$ cat src/rtl/data_island_scheduler.sv
// HDMI data island sequencer: arbitrates ACR / audio sample / AVI IF / audio IF
// packets and emits registered preamble, guard and packet strobes per pixel clock.
module data_island_scheduler #(
  parameter int unsigned MAX_PACKETS = 18,
  parameter int unsigned MIN_CONTROL = 12
) (
  input  logic        clk_pixel,
  input  logic        reset_n,
  input  logic        acr_toggle,
  input  logic        audio_ready,
  input  logic        frame_start,
  input  logic [11:0] blank_remaining,
  output logic        preamble,
  output logic        guard,
  output logic        packet_active,
  output logic [4:0]  packet_pixel,
  output logic [2:0]  packet_type,
  output logic        packet_grant,
  output logic        acr_overrun
);

  typedef enum logic [2:0] {
    S_IDLE, S_PREAMBLE, S_LEAD_GUARD, S_PACKET, S_TRAIL_GUARD
  } state_e;

  typedef enum logic [2:0] {
    PT_NONE = 3'd0, PT_ACR = 3'd1, PT_AUDIO = 3'd2, PT_AVI = 3'd3, PT_AIF = 3'd4
  } ptype_e;

  localparam logic [7:0] HOLD_INIT = 8'(MIN_CONTROL);
  localparam logic [4:0] MAX_PK    = 5'(MAX_PACKETS);

  state_e     state_q, state_d;
  logic [4:0] cnt_q, cnt_d;
  logic [7:0] holdoff_q, holdoff_d;
  logic [4:0] pkt_cnt_q, pkt_cnt_d;
  logic       acr_prev_q, acr_prev_d;
  logic       acr_primed_q, acr_primed_d;
  logic       acr_pend_q, acr_pend_d;
  logic       avi_pend_q, avi_pend_d;
  logic       aif_pend_q, aif_pend_d;
  logic       acr_overrun_q, acr_overrun_d;
  ptype_e     type_q, type_d;
  logic       preamble_q, preamble_d;
  logic       guard_q, guard_d;
  logic       active_q, active_d;
  logic [4:0] pixel_q, pixel_d;
  logic       grant_q, grant_d;

  logic       acr_edge;
  logic [3:0] req;
  ptype_e     winner;
  logic       grant_now;

  always_comb begin
    acr_edge = acr_primed_q && (acr_toggle != acr_prev_q);
    req      = {acr_pend_q, audio_ready, avi_pend_q, aif_pend_q};
    if (req[3])      winner = PT_ACR;
    else if (req[2]) winner = PT_AUDIO;
    else if (req[1]) winner = PT_AVI;
    else if (req[0]) winner = PT_AIF;
    else             winner = PT_NONE;

    state_d   = state_q;
    cnt_d     = cnt_q;
    holdoff_d = holdoff_q;
    pkt_cnt_d = pkt_cnt_q;
    grant_now = 1'b0;

    case (state_q)
      S_IDLE: begin
        // Decrement and test together so exactly MIN_CONTROL idle cycles elapse.
        holdoff_d = (holdoff_q == '0) ? '0 : holdoff_q - 8'd1;
        if (holdoff_d == '0 && req != '0 && blank_remaining >= 12'd44) begin
          state_d   = S_PREAMBLE;
          cnt_d     = '0;
          pkt_cnt_d = '0;
        end
      end
      S_PREAMBLE: begin
        if (cnt_q == 5'd7) begin
          state_d = S_LEAD_GUARD;
          cnt_d   = '0;
        end else cnt_d = cnt_q + 5'd1;
      end
      S_LEAD_GUARD: begin
        if (cnt_q == 5'd1) begin
          cnt_d = '0;
          if (req != '0) begin
            grant_now = 1'b1;
            state_d   = S_PACKET;
          end else state_d = S_TRAIL_GUARD;
        end else cnt_d = cnt_q + 5'd1;
      end
      S_PACKET: begin
        cnt_d = cnt_q + 5'd1;
        if (cnt_q == 5'd31) begin
          if (req != '0 && pkt_cnt_q < MAX_PK && blank_remaining >= 12'd35)
            grant_now = 1'b1;
          else
            state_d = S_TRAIL_GUARD;
        end
      end
      S_TRAIL_GUARD: begin
        if (cnt_q == 5'd1) begin
          state_d   = S_IDLE;
          cnt_d     = '0;
          holdoff_d = HOLD_INIT;
        end else cnt_d = cnt_q + 5'd1;
      end
      default: begin
        state_d = S_IDLE;
        cnt_d   = '0;
      end
    endcase

    if (grant_now) pkt_cnt_d = pkt_cnt_q + 5'd1;

    if (grant_now)              type_d = winner;
    else if (state_d == S_PACKET) type_d = type_q;
    else                        type_d = PT_NONE;

    // A new request in the same cycle as its grant survives the clear.
    acr_prev_d    = acr_toggle;
    acr_primed_d  = 1'b1;
    acr_pend_d    = acr_edge | (acr_pend_q & ~(grant_now && winner == PT_ACR));
    acr_overrun_d = acr_overrun_q |
                    (acr_edge & acr_pend_q & ~(grant_now && winner == PT_ACR));
    avi_pend_d    = frame_start | (avi_pend_q & ~(grant_now && winner == PT_AVI));
    aif_pend_d    = frame_start | (aif_pend_q & ~(grant_now && winner == PT_AIF));

    preamble_d = (state_d == S_PREAMBLE);
    guard_d    = (state_d == S_LEAD_GUARD) || (state_d == S_TRAIL_GUARD);
    active_d   = (state_d == S_PACKET);
    pixel_d    = active_d ? cnt_d : '0;
    grant_d    = grant_now;
  end

  always_ff @(posedge clk_pixel or negedge reset_n) begin
    if (!reset_n) begin
      state_q       <= S_IDLE;
      cnt_q         <= '0;
      holdoff_q     <= '0;
      pkt_cnt_q     <= '0;
      acr_prev_q    <= 1'b0;
      acr_primed_q  <= 1'b0;
      acr_pend_q    <= 1'b0;
      avi_pend_q    <= 1'b0;
      aif_pend_q    <= 1'b0;
      acr_overrun_q <= 1'b0;
      type_q        <= PT_NONE;
      preamble_q    <= 1'b0;
      guard_q       <= 1'b0;
      active_q      <= 1'b0;
      pixel_q       <= '0;
      grant_q       <= 1'b0;
    end else begin
      state_q       <= state_d;
      cnt_q         <= cnt_d;
      holdoff_q     <= holdoff_d;
      pkt_cnt_q     <= pkt_cnt_d;
      acr_prev_q    <= acr_prev_d;
      acr_primed_q  <= acr_primed_d;
      acr_pend_q    <= acr_pend_d;
      avi_pend_q    <= avi_pend_d;
      aif_pend_q    <= aif_pend_d;
      acr_overrun_q <= acr_overrun_d;
      type_q        <= type_d;
      preamble_q    <= preamble_d;
      guard_q       <= guard_d;
      active_q      <= active_d;
      pixel_q       <= pixel_d;
      grant_q       <= grant_d;
    end
  end

  assign preamble      = preamble_q;
  assign guard         = guard_q;
  assign packet_active = active_q;
  assign packet_pixel  = pixel_q;
  assign packet_type   = type_q;
  assign packet_grant  = grant_q;
  assign acr_overrun   = acr_overrun_q;

endmodule

$ cat config.mk
export PLATFORM = sky130hd
export DESIGN_NAME = data_island_scheduler
export DESIGN_NICKNAME = d
export VERILOG_FILES = /design/src/rtl/data_island_scheduler.sv
export SDC_FILE = /design/constraint.sdc
export NUM_CORES = 1
export LEC_CHECK = 0
export CELL_PAD_IN_SITES_DETAIL_PLACEMENT = 1
export CELL_PAD_IN_SITES_GLOBAL_PLACEMENT = 2
export CORE_UTILIZATION = 34
export DETAILED_ROUTE_END_ITERATION = 6
export HOLD_SLACK_MARGIN = 0.02
export PLACE_DENSITY = 0.83
export SLEW_MARGIN = 25
export SYNTH_ARGS = -nofsm -noshare
export SYNTH_HDL_FRONTEND = slang
export SYNTH_SLANG_ARGS = --single-unit
$ cat constraint.sdc
create_clock -name clk_pixel -period 2.7 [get_ports clk_pixel]
set_input_delay 0.54 -clock clk_pixel [delete_from_list [all_inputs] [get_ports clk_pixel]]
set_output_delay 0.54 -clock clk_pixel [all_outputs]
set_load 0.01 [all_outputs]
==> impl_metrics.tcl <==
set metrics [dict create \
    drt_iter0_markers 66 \
    fin_setup_tns_ns 0 \
    power_density_mw_per_mm2 838 \
    r2r_end "packet_pixel[3]" \
    ir_drop_v 0.000427 \
    yosys.area_share.simple_pct 22.2 \
    syn_nets 260 \
    reg2reg_slack_ns 0.45 \
    synthMuxAreaShare_pct 0.516 \
    grt_pass1_vias 1800 \
    vias 1850 \
    fmax_ghz 0.432 \
    slew_headroom_pct 57.7 \
    path_class "primary input to flop" \
    die-area_mm2 0.00674 \
    final-max-slew-violation-count 0 \
    ys_seq_elements 39 \
    worstPathCellList "clkdlybuf4s50_1, a2111oi_0, o211ai_1, a31o_2, a31o_2, nor3_1" \
    netlist_area_mm2 0.00218 \
    critPathLaunch "blank_remaining[4]" \
    layout_min_cycle_time_ns 2.31 \
    clk_pin_slew_ns 0.08 \
    avgSynthCellArea_um2 9.21 \
    critical-path-slowest-cell "a2111oi_0" \
    synth_edf_count 0 \
    die_w_um 82.1 \
    fillerInstances 714 \
    grt_overflow_total 0 \
    rows 28 \
    wl_um 5000 \
    post_drt_wl_per_cell_um 14.7 \
    required_ns 2.89 \
    numPortBuffers 29 \
    worstSetupEndpointType "flop" \
    path_common_cell "a31o_2" \
    synth_top_flop_cell "dfrtp_1" \
    clock_latency_ns 0.29 \
    holdWs_ns 0.212 \
    synth_xor_area_share_pct 1.61 \
    via_per_inst 5.44 \
    cts.sinks 39 \
    grt_pass1_wl_um 8600 \
    core-area_mm2 0.00606 \
    globalplace.congestion 0.739 \
    netlist_instances 237 \
    min_path_type "primary input to async pin" \
    cpPeakStageDelay_ns 0.48 \
    diodes 0 \
    post_cts_buffers 0 \
    power_mw 2.19 \
    r2r_start "holdoff_q[2]" \
    synth-seq-area-share_pct 44.7 \
    timing.final.crit_share_pct 85.7 \
    setup.worst_path.start_class "primary input" \
    cap_violations 0 \
    synthAdderAreaFrac_pct 3.44 \
    cts_max_level 2 \
    fin_nets 288 \
    ys_warn_count 0 \
    yosysTopAreaCellShare_pct 44.7 \
    cts_hold_buffers 0 \
    synth_top_family_by_area "compound AO/OA/AOI/OAI gates" \
    start_util_pct 36.0 \
    worst_pin_slew_ns 0.626 \
    ff2ff_path_depth 5 \
    first_pass_iters 4 \
    drive_gt1_share_pct 9.06 \
    cts_max_path_buffers 2 \
    status "finished clean" \
    seq_area_um2 976 \
    synth-compound-area-share_pct 23.1 \
    final_core_util_pct 43.2 \
    final_cells 340 \
    netlist.top_cell.by_area "dfrtp_1" \
    rsz0062_at_grt "no" \
    multi_input_area_mm2 0.00111 \
    grt.total_usage_pct 16.8 \
    clock-root-buffer "clkbuf_8" \
    io_pins 30 \
    timing.critical_path.arrival_ns 2.50 \
    synth_area_leaders "dfrtp_1 45%, nor2_1 4.3%, nand2_1 3.8%" \
    cts_tree "yes" \
    setup_viol 0 \
    cts_buffers 5 \
    hpwl_um 3740 \
    synthArstFlopShare_pct 100 \
    grt_max_degree 40 \
    power.leakage_nw 1.09 \
    clock_skew_ns 0.00846 \
    die_h_um 82.1 \
    antenna_left 0 \
    cts_resized 0 \
    drc 0 \
    placed_cells 333 \
    synth.distinct_cells 59 \
    hold_violations 0 \
    area_growth_pct 20.0 \
    path_max_fanout 4 \
    antenna_found_initial 0 \
]
-- where the power goes --
| group | total, mW | switching [mW] | internal [mW] |
|---|---|---|---|
| logic | 0.859 | 0.457 | 0.401 |
| registers | 0.937 | 0.190 | 0.747 |
| clock network | 0.398 | 0.198 | 0.200 |
-- state kept, by name (all words and copies together), names as in the netlist --
| signal | cells |
|---|---|
| holdoff_q | 8 |
| cnt_q | 5 |
| packet_pixel | 5 |
| pkt_cnt_q | 5 |
| packet_type | 3 |
| state_q | 3 |
| acr_overrun | 1 |
| acr_pend_q | 1 |
| acr_prev_q | 1 |
| acr_primed_q | 1 |
| aif_pend_q | 1 |
| avi_pend_q | 1 |
| guard | 1 |
| packet_active | 1 |
| packet_grant | 1 |
| preamble | 1 |
-- cells in the final DEF (no fill, tap or decap), drive strengths merged, types with 2 or more instances in the layout --
master / synthesis / routed
a211oi: 4 / 4
a21oi: 15 / 15
a22o: 3 / 3
a31o: 3 / 3
a31oi: 2 / 2
and2: 3 / 3
buf: 6 / 4
clkbuf: 5 / 6
clkdlybuf4s50: 0 / 28
dfrtp: 39 / 39
ha: 6 / 6
inv: 10 / 10
nand2: 22 / 22
nand2b: 6 / 6
nand3: 5 / 5
nor2: 26 / 26
nor2b: 2 / 2
nor3: 7 / 7
nor4: 5 / 5
nor4b: 2 / 2
o211ai: 5 / 5
o21a: 4 / 4
o21ai: 24 / 24
o31ai: 3 / 3
or2: 3 / 3
or4b: 2 / 2
xor2: 3 / 3
-- how the worst max path moves through the flow --
stage,end,slack [ns]
floorplan,guard,0.69
global placement,state_q[0],0.17
detailed placement,guard,0.05
CTS,guard,0.35
global route,guard,0.19
finish,guard,0.39
-- critical path: cells and delay by family --
kind	cells	cell delay (ns)
compound gates	4	1.28
buf+inv	1	0.42
simple gates	1	0.25
-- per-stage QoR --
stage / area, um^2 / setup WS (ns)
final: 2620 / 0.386
after CTS: 2620 / 0.353
after global routing: 2620 / 0.195
after global placement: 2530 / 0.166
after detailed placement: 2530 / 0.0491
after floorplan: 2180 / 0.686
-- cells by family after synthesis --
kind of cell    after synthesis
simple gates                 92
compound gates               73
flops                        39
buf+inv                      21
fa+ha+maj                     6
xor+xnor                      4
other cells                   1
mux                           1
-- synthesized netlist by cell type (2+ instances only) --
cell and n:
a211oi_1 3, o21ai_1 10, ha_1 6, nand2_1 22, o21a_1 4, o21ai_0 13
nor2b_1 2, a31oi_1 2, nor3_1 6, a21oi_1 14, and2_1 3, clkbuf_1 5
or2_1 2, nor4_1 4, nor2_1 25, nand2b_1 6, xor2_1 3, o31ai_1 2
dfrtp_1 39, o211ai_1 5, or4b_1 2, nand3_1 5, nor4b_1 2, inv_1 10
buf_2 5, a22o_1 3, a31o_2 2
-- layout make-up --
cell class / count / share of cell area (%)
Clock inverter: 1 / 0.191
Tap cell: 75 / 3.58
Timing Repair Buffer: 32 / 11.8
Sequential cell: 39 / 37.3
Multi-Input combinational cell: 177 / 42.5
Clock buffer: 6 / 3.15
Inverter: 10 / 1.43
-- layer usage --
layer	part of all wire [%]	routed length, um	track usage [%]	up-vias
li1	-	-	-	908
met1	49	2430	23.5	909
met2	46	2280	26.5	28
met3	4.5	224	2.86	5
met4	1.3	65	5.26	0
met5	0	0	0	-
No activity file was read; power rests on OpenSTA's default activity.
